**src/rtl/midi_out.sv**
```systemverilog
// midi_out: MIDI 8-N-1 serial transmitter for 1..3 byte messages at CLKS_PER_BIT clocks per bit.
// Bytes of one message go out back-to-back, LSB first; serial, ready and tx_done are registered.
module midi_out #(
   parameter int CLKS_PER_BIT = 1600
) (
   input  logic        clk,
   input  logic        rst,
   input  logic [23:0] msg_bytes,
   input  logic [1:0]  msg_len,
   input  logic        send,
   output logic        ready,
   output logic        serial,
   output logic        tx_done
);

   localparam int CNT_W = $clog2(CLKS_PER_BIT);
   localparam logic [CNT_W-1:0] CNT_LAST = CNT_W'(CLKS_PER_BIT - 1);

   typedef enum logic [1:0] {IDLE, START, DATA, STOP} state_t;

   state_t           state;
   logic [CNT_W-1:0] bit_cnt;
   logic [2:0]       bit_idx;
   logic [1:0]       byte_idx;
   logic [1:0]       len_q;
   logic [23:0]      data_q;
   logic [7:0]       cur_byte;
   logic             accept;
   logic             bit_end;

   assign accept  = send && ready;
   assign bit_end = (bit_cnt == CNT_LAST);

   always_comb begin
      case (byte_idx)
         2'd1:    cur_byte = data_q[15:8];
         2'd2:    cur_byte = data_q[23:16];
         default: cur_byte = data_q[7:0];
      endcase
   end

   // Message payload is plain data: captured on acceptance, never reset.
   always_ff @(posedge clk) begin
      if (accept) begin
         data_q <= msg_bytes;
         len_q  <= msg_len;
      end
   end

   always_ff @(posedge clk or posedge rst) begin
      if (rst) begin
         state    <= IDLE;
         bit_cnt  <= '0;
         bit_idx  <= '0;
         byte_idx <= '0;
         serial   <= 1'b1;
         ready    <= 1'b1;
         tx_done  <= 1'b0;
      end else begin
         tx_done <= 1'b0;
         if (state != IDLE) begin
            bit_cnt <= bit_end ? '0 : bit_cnt + 1'b1;
         end
         case (state)
            IDLE: begin
               // Empty messages are accepted but leave the transmitter idle.
               if (accept && (msg_len != 2'd0)) begin
                  state    <= START;
                  serial   <= 1'b0;
                  ready    <= 1'b0;
                  byte_idx <= '0;
                  bit_cnt  <= '0;
               end
            end
            START: begin
               if (bit_end) begin
                  state   <= DATA;
                  bit_idx <= '0;
                  serial  <= cur_byte[0];
               end
            end
            DATA: begin
               if (bit_end) begin
                  if (bit_idx == 3'd7) begin
                     state  <= STOP;
                     serial <= 1'b1;
                  end else begin
                     bit_idx <= bit_idx + 3'd1;
                     serial  <= cur_byte[bit_idx + 3'd1];
                  end
               end
            end
            STOP: begin
               if (bit_end) begin
                  if (byte_idx == len_q - 2'd1) begin
                     state   <= IDLE;
                     ready   <= 1'b1;
                     tx_done <= 1'b1;
                  end else begin
                     // Next start bit follows the stop bit with no idle gap.
                     byte_idx <= byte_idx + 2'd1;
                     state    <= START;
                     serial   <= 1'b0;
                  end
               end
            end
            default: state <= IDLE;
         endcase
      end
   end

endmodule

```
**config.mk**
```make
export PLATFORM = sky130hd
export DESIGN_NAME = midi_out
export DESIGN_NICKNAME = d
export VERILOG_FILES = /design/src/rtl/midi_out.sv
export SDC_FILE = /design/constraint.sdc
export NUM_CORES = 1
export LEC_CHECK = 0
export BUFFER_PORTS_ARGS = -buffer_cell sky130_fd_sc_hd__buf_2
export CAP_MARGIN = 30
export CORE_UTILIZATION = 50
export CTS_CLUSTER_SIZE = 40
export DETAILED_ROUTE_END_ITERATION = 16
export PLACE_DENSITY = 0.83
export RECOVER_POWER = 50
export SYNTH_ARGS = -nofsm -noshare
export SYNTH_HDL_FRONTEND = slang
export SYNTH_SLANG_ARGS = --single-unit
```
**constraint.sdc**
```tcl
create_clock -name clk -period 2.3 [get_ports clk]
set_input_delay 0.46 -clock clk [delete_from_list [all_inputs] [get_ports clk]]
set_output_delay 0.46 -clock clk [all_outputs]
set_load 0.005 [all_outputs]
```
== Yosys cells after proc, flatten, opt, wreduce, memory -nomap -nowiden ==
Index checks and enable logic that the tools add are counted.
Operators by class
  add/subtract/negate cells: 4
  $lt $le $gt $ge: 1
  equality and inequality tests: 16
  muxes and demuxes: 35
  reductions and logical operators: 12
Operators with widths (count)
  two-way mux 11 bit: 4
  two-way mux 2 bit: 8
  inequality test 2 bit (second input constant): 8
  case mux 8 bit (2 select lines): 1
  two-way mux 1 bit: 13
  AND reduction 4 bit: 3
  adder 11 x 1 -> 11 bit (second input constant): 1
  equality test 11 bit (second input constant): 1
  AND reduction 5 bit: 2
  two-way mux 3 bit: 3
  case mux 2 bit (4 select lines): 1
  nonzero test 2 bit: 4
  equality test 2 bit (second input constant): 3
  case mux 3 bit (2 select lines): 1
  equality test 2 x 1 -> 1 bit (second input constant): 2
  less-than comparator 3 x 4 -> 1 bit (second input constant): 1
  case mux 1 bit (4 select lines): 1
  case mux 2 bit (2 select lines): 1
  adder 3 x 1 -> 3 bit (second input constant): 1
  binary-select mux 1 bit (select 3 bit): 1
  equality test 3 bit (second input constant): 1
  adder 2 x 1 -> 2 bit (second input constant): 1
  equality test 2 bit: 1
  logical AND 1 bit: 2
  3 further kinds: 3
Storage, ports and cells
  register bits after elaboration: 47
  bits of input ports: 29
  output and inout port bits: 3
  word-level logic and storage cells: 77

== Logic depth before layout (Yosys ltp) ==
Gate-level depths: netlist of run 1.
  depth after elaboration: 7
  mapped depth: 8
  depth with buffers taken out: 7

== Worst setup path before layout of run 1 ==
OpenSTA, ideal clock, no wires.
  path kind: reg-to-reg
  start: register byte_idx[0]
  end: register serial
  library setup time: 0.075 ns
  arrival: 1.753 ns
  data required time: 2.225 ns
  setup slack: 0.472 ns
  stages on the path, launching flop included: 8
  buffers on the path: 1
  clock period less this slack: 1.828 ns
  cells stage by stage: dfrtp_1 > inv_1 > ha_1 > clkbuf_1 > o311ai_0 > o311ai_0 > a211o_1 > a2bb2oi_1
On the way
  cells in the longest elaborated chain, start to end: 7
  elaborated cells on any way between the ends: 12
  those cells by class: eq/ne (4); mux (7); reduce/logical (1)
RTL lines
  start: declaration: line 24  | logic [1:0] byte_idx;
  start signal: assignment: line 101  | byte_idx <= byte_idx + 2'd1;
  equality test 2 bit / equality test 2 x 1 -> 1 bit (equally long branches): line 35  | case (byte_idx)
  case mux 8 bit (2 select lines): line 35
  binary-select mux 1 bit (select 3 bit): line 89  | serial <= cur_byte[bit_idx + 3'd1];
  two-way mux 1 bit (not written as such): line 89
  two-way mux 1 bit: line 84  | if (bit_idx == 3'd7) begin
  two-way mux 1 bit: line 83  | if (bit_end) begin
  case mux 1 bit (4 select lines): line 64  | case (state)
  end signal: assignment: line 79  | serial <= cur_byte[0];
  end signal: assignment: line 89
  end: declaration: line 12  | output logic serial,
Parallel ways exist; a longest one is shown, timed or not. The select of a mux whose other input is x is not followed.
A chain may end at the register's enable or synchronous reset.

== Worst setup path in the final report of run 1 ==
Ends and elaborated chain as after synthesis.

==> results of run 1 <==
per-layer routing:
layer	track usage, %	vias up
met2	28.6	39
li1	-	824
met1	26.0	750
met4	5.78	0
met5	0	-
met3	3.56	4
worst max-delay path: stages, from the launching register on:
cell and delay (ns):
dfrtp_1 0.43, inv_1 0.12, ha_2 0.47, a221oi_1 0.08, a2111oi_1 0.38, nor4_1 0.09
a211o_1 0.30, a2bb2oi_1 0.13
Yosys cell counts (all sizes together) (4+ instances only):
master  number
o21ai       16
a22o         7
nor2b        6
edfxtp      26
nor3         4
a31oi        4
inv          9
o31ai        5
a21oi        7
ha           9
nor4         4
nand2       18
mux2         5
nor2         8
dfrtp       19
mux2i        4
per-stage QoR:
| step | instance area [um^2] | power (mW) | utilization [%] | hold slack [ns] |
|---|---|---|---|---|
| after floorplan | 2360 | 0.969 | - | 0.435 |
| after global placement | 2570 | 1.00 | 57.8 | 0.507 |
| after detailed placement | 2570 | 1.00 | 57.8 | 0.507 |
| after CTS | 2680 | 1.58 | 60.3 | 0.328 |
| after global routing | 2680 | 1.63 | 60.3 | 0.319 |
| final | 2680 | 1.57 | 60.3 | 0.296 |
cell type report:
| cell class | count | area [um^2] | area share [%] |
|---|---|---|---|
| multi-input combinational | 136 | 995 | 37.1 |
| inverter | 9 | 33.8 | 1.26 |
| tap | 52 | 65.1 | 2.43 |
| sequential | 47 | 1310 | 48.8 |
| clock inverter | 2 | 37.5 | 1.40 |
| timing repair buffer | 33 | 169 | 6.30 |
| clock buffer | 6 | 72.6 | 2.71 |
cells in the final DEF, fill, tap and decap left out, types with 3 or more instances in the layout:
master	count
a211oi_1	3
nor3_1	3
a21oi_1	7
nor4_1	4
nor2_1	8
nor2b_1	6
a22oi_1	3
a22o_1	7
edfxtp_1	26
dfrtp_1	19
xnor2_1	3
inv_1	9
clkbuf_8	5
mux2i_1	4
a31oi_1	4
o21ai_0	16
buf_2	30
o31ai_1	4
ha_1	8
nand2_1	18
mux2_2	3
power groups by stage:
stage / Clock, mW / Combinational (mW) / Sequential, mW
3_5_place_dp: 0 / 0.0577 / 0.945
3_3_place_gp: 0 / 0.0563 / 0.945
2_1_floorplan: 0 / 0.0265 / 0.943
6_report: 0.586 / 0.0562 / 0.927
4_1_cts: 0.597 / 0.0578 / 0.927
5_1_grt: 0.634 / 0.0644 / 0.929
state kept, by name, summed over array words and instances (netlist names):
register and count:
data_q 24, bit_cnt 11, bit_idx 3, byte_idx 2
len_q 2, state 2, ready 1, serial 1
tx_done 1
cells by family (layout without fill, tap and decap cells):
group	after synthesis	in the layout	synth area share [%]
compound gates	61	61	18.3
simple gates	54	54	13.5
flops	47	47	55.3
buf+inv	15	50	2.75
fa+ha+maj	9	9	4.76
mux	9	9	4.23
xor+xnor	3	3	1.11
worst max path at each step:
| stage | start | endpoint | slack, ns | cells after the start |
|---|---|---|---|---|
| final | byte_idx[0]$_DFFE_PP0P_ | serial$_DFFE_PP1P_ | 0.25 | 7 |
| after global routing | byte_idx[0]$_DFFE_PP0P_ | serial$_DFFE_PP1P_ | 0.02 | 7 |
| after CTS | byte_idx[0]$_DFFE_PP0P_ | serial$_DFFE_PP1P_ | 0.15 | 7 |
| after detailed placement | byte_idx[0]$_DFFE_PP0P_ | serial$_DFFE_PP1P_ | 0.18 | 7 |
| after global placement | byte_idx[0]$_DFFE_PP0P_ | serial$_DFFE_PP1P_ | 0.27 | 7 |
| after floorplan | byte_idx[0]$_DFFE_PP0P_ | serial$_DFFE_PP1P_ | 0.47 | 7 |
timing repair:
action | CTS | global route
buffers inserted | 0 | 0
hold endpoints to repair | 0 | 0
resized for setup | 0 | 2
setup endpoints to repair | 0 | 1
==> impl_metrics.yaml, run 1 <==
floorplanning:
  die_w_um: 70.8
  row_count: 24
  ios: 32
  placeableCoreArea_um2: 4440
  initial_utilization_pct: 53.2
  die_area_um2: 5010
  die_y_um: 70.8
pwr:
  swShare_pct: 19.0
  clock_power_share_pct: 37.3
  p_seq_share_pct: 59.1
  powerDensity_nw_per_um2: 585
  p_int_mw: 1.27
  leakage_nw: 1.06
  netSwitchingPower_mw: 0.298
  ir_drop_mv: 0.437
  combPwrFrac_pct: 3.6
layout:
  antenna_cells: 0
  area_delta_synth_final_pct: 13.4
  nets: 270
  drive_above_1_share_pct: 22.7
  layout.cells.non_filler: 285
  fillCellCount: 373
cts:
  clk_latency_ns: 0.29
  clockBufferDepth: 2
  cts_tree: "done"
  ctsHtreeMaxLevel: 2
  clockRootBuffer: "clkbuf_8"
  clock-sinks: 47
  cts_made_buffers: 5
  path_clk_slew_ns: 0.09
  ctsHoldBuffers: 0
placed_design:
  dp_hpwl_mm: 2.97
  io_buffer_count: 31
  gp_congestion: 0.849
  dp_slack_ns: 0.179
  dp.cells: 277
route:
  post_drt_wl_per_cell_um: 14.3
  top_layer: "met4"
  via_count: 1617
  routed_via_density: 5.67
  drt-initial-drc-count: 103
  wl_met3_um: 142
  ant_nets: 0
  wl_met2_mm: 1.97
  wl_mm: 4.09
  drc_errors: 0
  drtPass1Iterations: 4
  met1_length_mm: 1.93
synth:
  avgSynthCellArea_um2: 11.9
  syn_inst: 198
  yosys_warnings: 0
  ys_seq_area_share_pct: 55.3
  ys_seq_elements: 47
  synthFlopType: "edfxtp_1"
  async_flop_share_pct: 44.7
  synth_nets: 236
  synth_top_area_share_pct: 33.0
  yosysUniqueCellTypes: 48
  synthTopCellsByArea: "edfxtp_1 33%, dfrtp_1 20%, ha_1 4.8%"
  synth_area_um2: 2360
  synth-edff-count: 26
  yosysTopAreaCell: "edfxtp_1"
sta:
  drv_slew: 0
  period_share_pct: 89.3
  relSlewSlack_pct: 47.9
  fin_ws_ns: 0.246
  skew_ns: 0.00977
  tightest_slew_ns: 0.780
  period_minus_slack_ns: 2.05
  setup_viol: 0
  max_freq_mhz: 487
  rsz0062_at_grt: "no"
  finalHoldViolations: 0
  fin_setup_tns_ns: 0
min_path:
  hp-class: "input port to async pin"
grt:
  grt_pass1_vias: 1502
  grt_antenna_before_repair: 0
  grt-ovfl-total: 0
  track_usage_pct: 18.3
  grt_max_degree: 27
  grt_pass1_wl_mm: 7.07
critical_path:
  criticalPathCategory: "register to register"
  cp-end-kind: "register"
  r2r_cells: 7
  reg2reg_from: "byte_idx[0]$_DFFE_PP0P_"
  critPathMaxFanout: 14
  required_ns: 2.53
  crit_arrival_ns: 2.28
  start_kind: "register"
  reg2reg_to: "serial$_DFFE_PP1P_"
  rrSetupSlack_ns: 0.25
flow_run:
  cap_violations: 0
status:
  status: "completed"
Note: power is estimated with default switching activity, not from simulation.
==> run 2: changes to the inputs <==
--- a/config.mk
+++ b/config.mk
@@ -10,7 +10,7 @@
 export CORE_UTILIZATION = 50
 export CTS_CLUSTER_SIZE = 40
 export DETAILED_ROUTE_END_ITERATION = 16
-export PLACE_DENSITY = 0.83
+export PLACE_DENSITY = 0.86
 export RECOVER_POWER = 50
 export SYNTH_ARGS = -nofsm -noshare
 export SYNTH_HDL_FRONTEND = slang
==> constraint.sdc (replaced) <==
create_clock -name clk -period 1.72 [get_ports clk]
set_input_delay 0.344 -clock clk [delete_from_list [all_inputs] [get_ports clk]]
set_output_delay 0.344 -clock clk [all_outputs]
set_load 0.005 [all_outputs]
==> run 2 against run 1 <==
The run now ends with setup timing left. Routed wire length increased by 60%. Maximum frequency grew 10%. Critical path depth fell by 1. Critical path type unchanged. Critical endpoint unchanged.
==> impl_metrics.yaml, run 2 (synthesis gave the netlist of run 1 again) <==
grt:
  grt_pass1_wl_mm: 8.32
  grt_pass1_vias: 1794
  grt-ovfl-total: 0
  grt_antenna_before_repair: 0
  grt_max_degree: 27
  track_usage_pct: 21.5
layout:
  final_cell_area_um2: 3220
  layout.cells.non_filler: 326
  nets: 311
  mostFrequentLayoutCells: "39 x buf_4, 31 x buf_2, 26 x edfxtp_1, 18 x dfrtp_1"
  largest_reg_flops: 24
  drive_above_1_share_pct: 44.9
  fillCellCount: 291
  area_delta_synth_final_pct: 36.2
  largest_register: "data_q"
  antenna_cells: 0
  final_core_util_pct: 72.5
  mostFrequentLayoutCell: "buf_4"
  largestRegisters: "data_q x24, bit_cnt x11, bit_idx x3"
sta:
  rsz0062_at_grt: "yes"
  setup_viol: 3
  fin_setup_tns_ns: -0.252
  max_freq_mhz: 538
  skew_ns: 0.00496
  relSlewSlack_pct: 19.4
  period_share_pct: 108
  finalHoldViolations: 0
  hold_slack_ns: 0.204
  fin_ws_ns: -0.140
  drv_slew: 0
  period_minus_slack_ns: 1.86
  tightest_slew_ns: 1.21
cts:
  ctsHtreeMaxLevel: 2
  clock-sinks: 47
  ctsHoldBuffers: 0
  path_clk_slew_ns: 0.09
  clockBufferDepth: 2
  clk_latency_ns: 0.31
  clockRootBuffer: "clkbuf_8"
  cts_made_buffers: 5
  cts_tree: "done"
floorplanning:
  row_count: 24
  ios: 32
  initial_utilization_pct: 53.2
  die_area_um2: 5010
  placeableCoreArea_um2: 4440
  die_y_um: 70.8
  die_w_um: 70.8
pwr:
  netSwitchingPower_mw: 0.464
  leakage_nw: 1.30
  p_seq_share_pct: 61.7
  combPwrFrac_pct: 4.8
  swShare_pct: 22.9
  powerDensity_nw_per_um2: 629
  p_int_mw: 1.56
  ir_drop_mv: 0.545
  clock_power_share_pct: 33.5
route:
  drc_errors: 0
  drtPass1Iterations: 5
  wl_mm: 6.54
  ant_nets: 0
  post_drt_wl_per_cell_um: 20.1
  via_count: 2066
  drt-initial-drc-count: 215
  routed_via_density: 6.34
critical_path:
  critPathMaxFanout: 6
  cp-end-kind: "register"
  criticalPathCategory: "register to register"
  crit_arrival_ns: 2.11
  required_ns: 1.97
  start_kind: "register"
placed_design:
  place_area_um2: 2820
  gp_congestion: 0.856
  dp_hpwl_mm: 3.49
  io_buffer_count: 31
  dp.cells: 309
status:
  status: "complete, but fails checks"
  violations: "setup timing"
min_path:
  hp-class: "input port to register"
flow_run:
  cap_violations: 0
==> run 2: cell types whose count changed in the layout (fill, tap and decap cells not counted), sizes merged <==
cell	before	now
buf	32	73
bufinv	1	0
clkbuf	7	6
clkinv	0	2
==> run 2: critical path: stages, from the launching register on <==
cell       delay, ns
dfrtp_2         0.46
ha_4            0.30
buf_6           0.15
o311ai_2        0.33
o311ai_1        0.14
a211o_1         0.31
a2bb2oi_2       0.12
==> run 2: layout make-up <==
type | instances | area, um^2 | area share, %
timing repair buffer | 74 | 485 | 15.1
clock inverter | 3 | 20.0 | 0.621
multi-input combinational | 136 | 1240 | 38.4
tap | 52 | 65.1 | 2.02
sequential | 47 | 1310 | 40.7
inverter | 9 | 33.8 | 1.05
clock buffer | 5 | 68.8 | 2.14
==> run 2: timing repair <==
| action | 4_1_cts | 5_1_grt |
|---|---|---|
| buffers inserted | 5 | 5 |
| pin swaps | 4 | 19 |
| resized for setup | 14 | 35 |
| endpoints found under the setup margin | 10 | 12 |
==> run 2: path summary, 6_finish.rpt <==
kind                                         start                 endpoint  slack (ns)  cells past startpoint
min                                   msg_bytes[5]      data_q[5]$_DFFE_PP_        0.20                      1
min reg2reg                      ready$_DFFE_PP1P_        ready$_DFFE_PP1P_        0.53                      2
max                        byte_idx[1]$_DFFE_PP0P_       serial$_DFFE_PP1P_       -0.14                      6
max reg2reg                byte_idx[1]$_DFFE_PP0P_       serial$_DFFE_PP1P_       -0.14                      6
max in group asynchronous                      rst  byte_idx[1]$_DFFE_PP0P_        0.52                      3
min in group asynchronous                      rst   bit_idx[0]$_DFFE_PP0P_        0.41                      3
==> run 2: per-layer routing <==
layer	routed length, um	track usage [%]	up-vias
met1	2560	29.0	1011
met5	0	0	-
met4	327	7.78	0
met2	3230	35.4	119
met3	417	3.70	28
li1	-	-	908
==> run 2: power by group through the flow <==
stage	Combinational [mW]	Clock, mW	Sequential, mW
2_1_floorplan	0.0353	0	1.26
3_3_place_gp	0.0775	0	1.26
3_5_place_dp	0.0818	0	1.26
4_1_cts	0.0833	0.670	1.24
5_1_grt	0.106	0.709	1.25
6_report	0.0979	0.679	1.25
==> run 2: through the flow <==
stage	power (mW)	setup WS, ns
6_report	2.03	-0.140
5_1_grt	2.07	-0.170
4_1_cts	1.99	-0.0531
3_5_place_dp	1.35	-0.145
3_3_place_gp	1.34	-0.0334
2_1_floorplan	1.30	0.00307
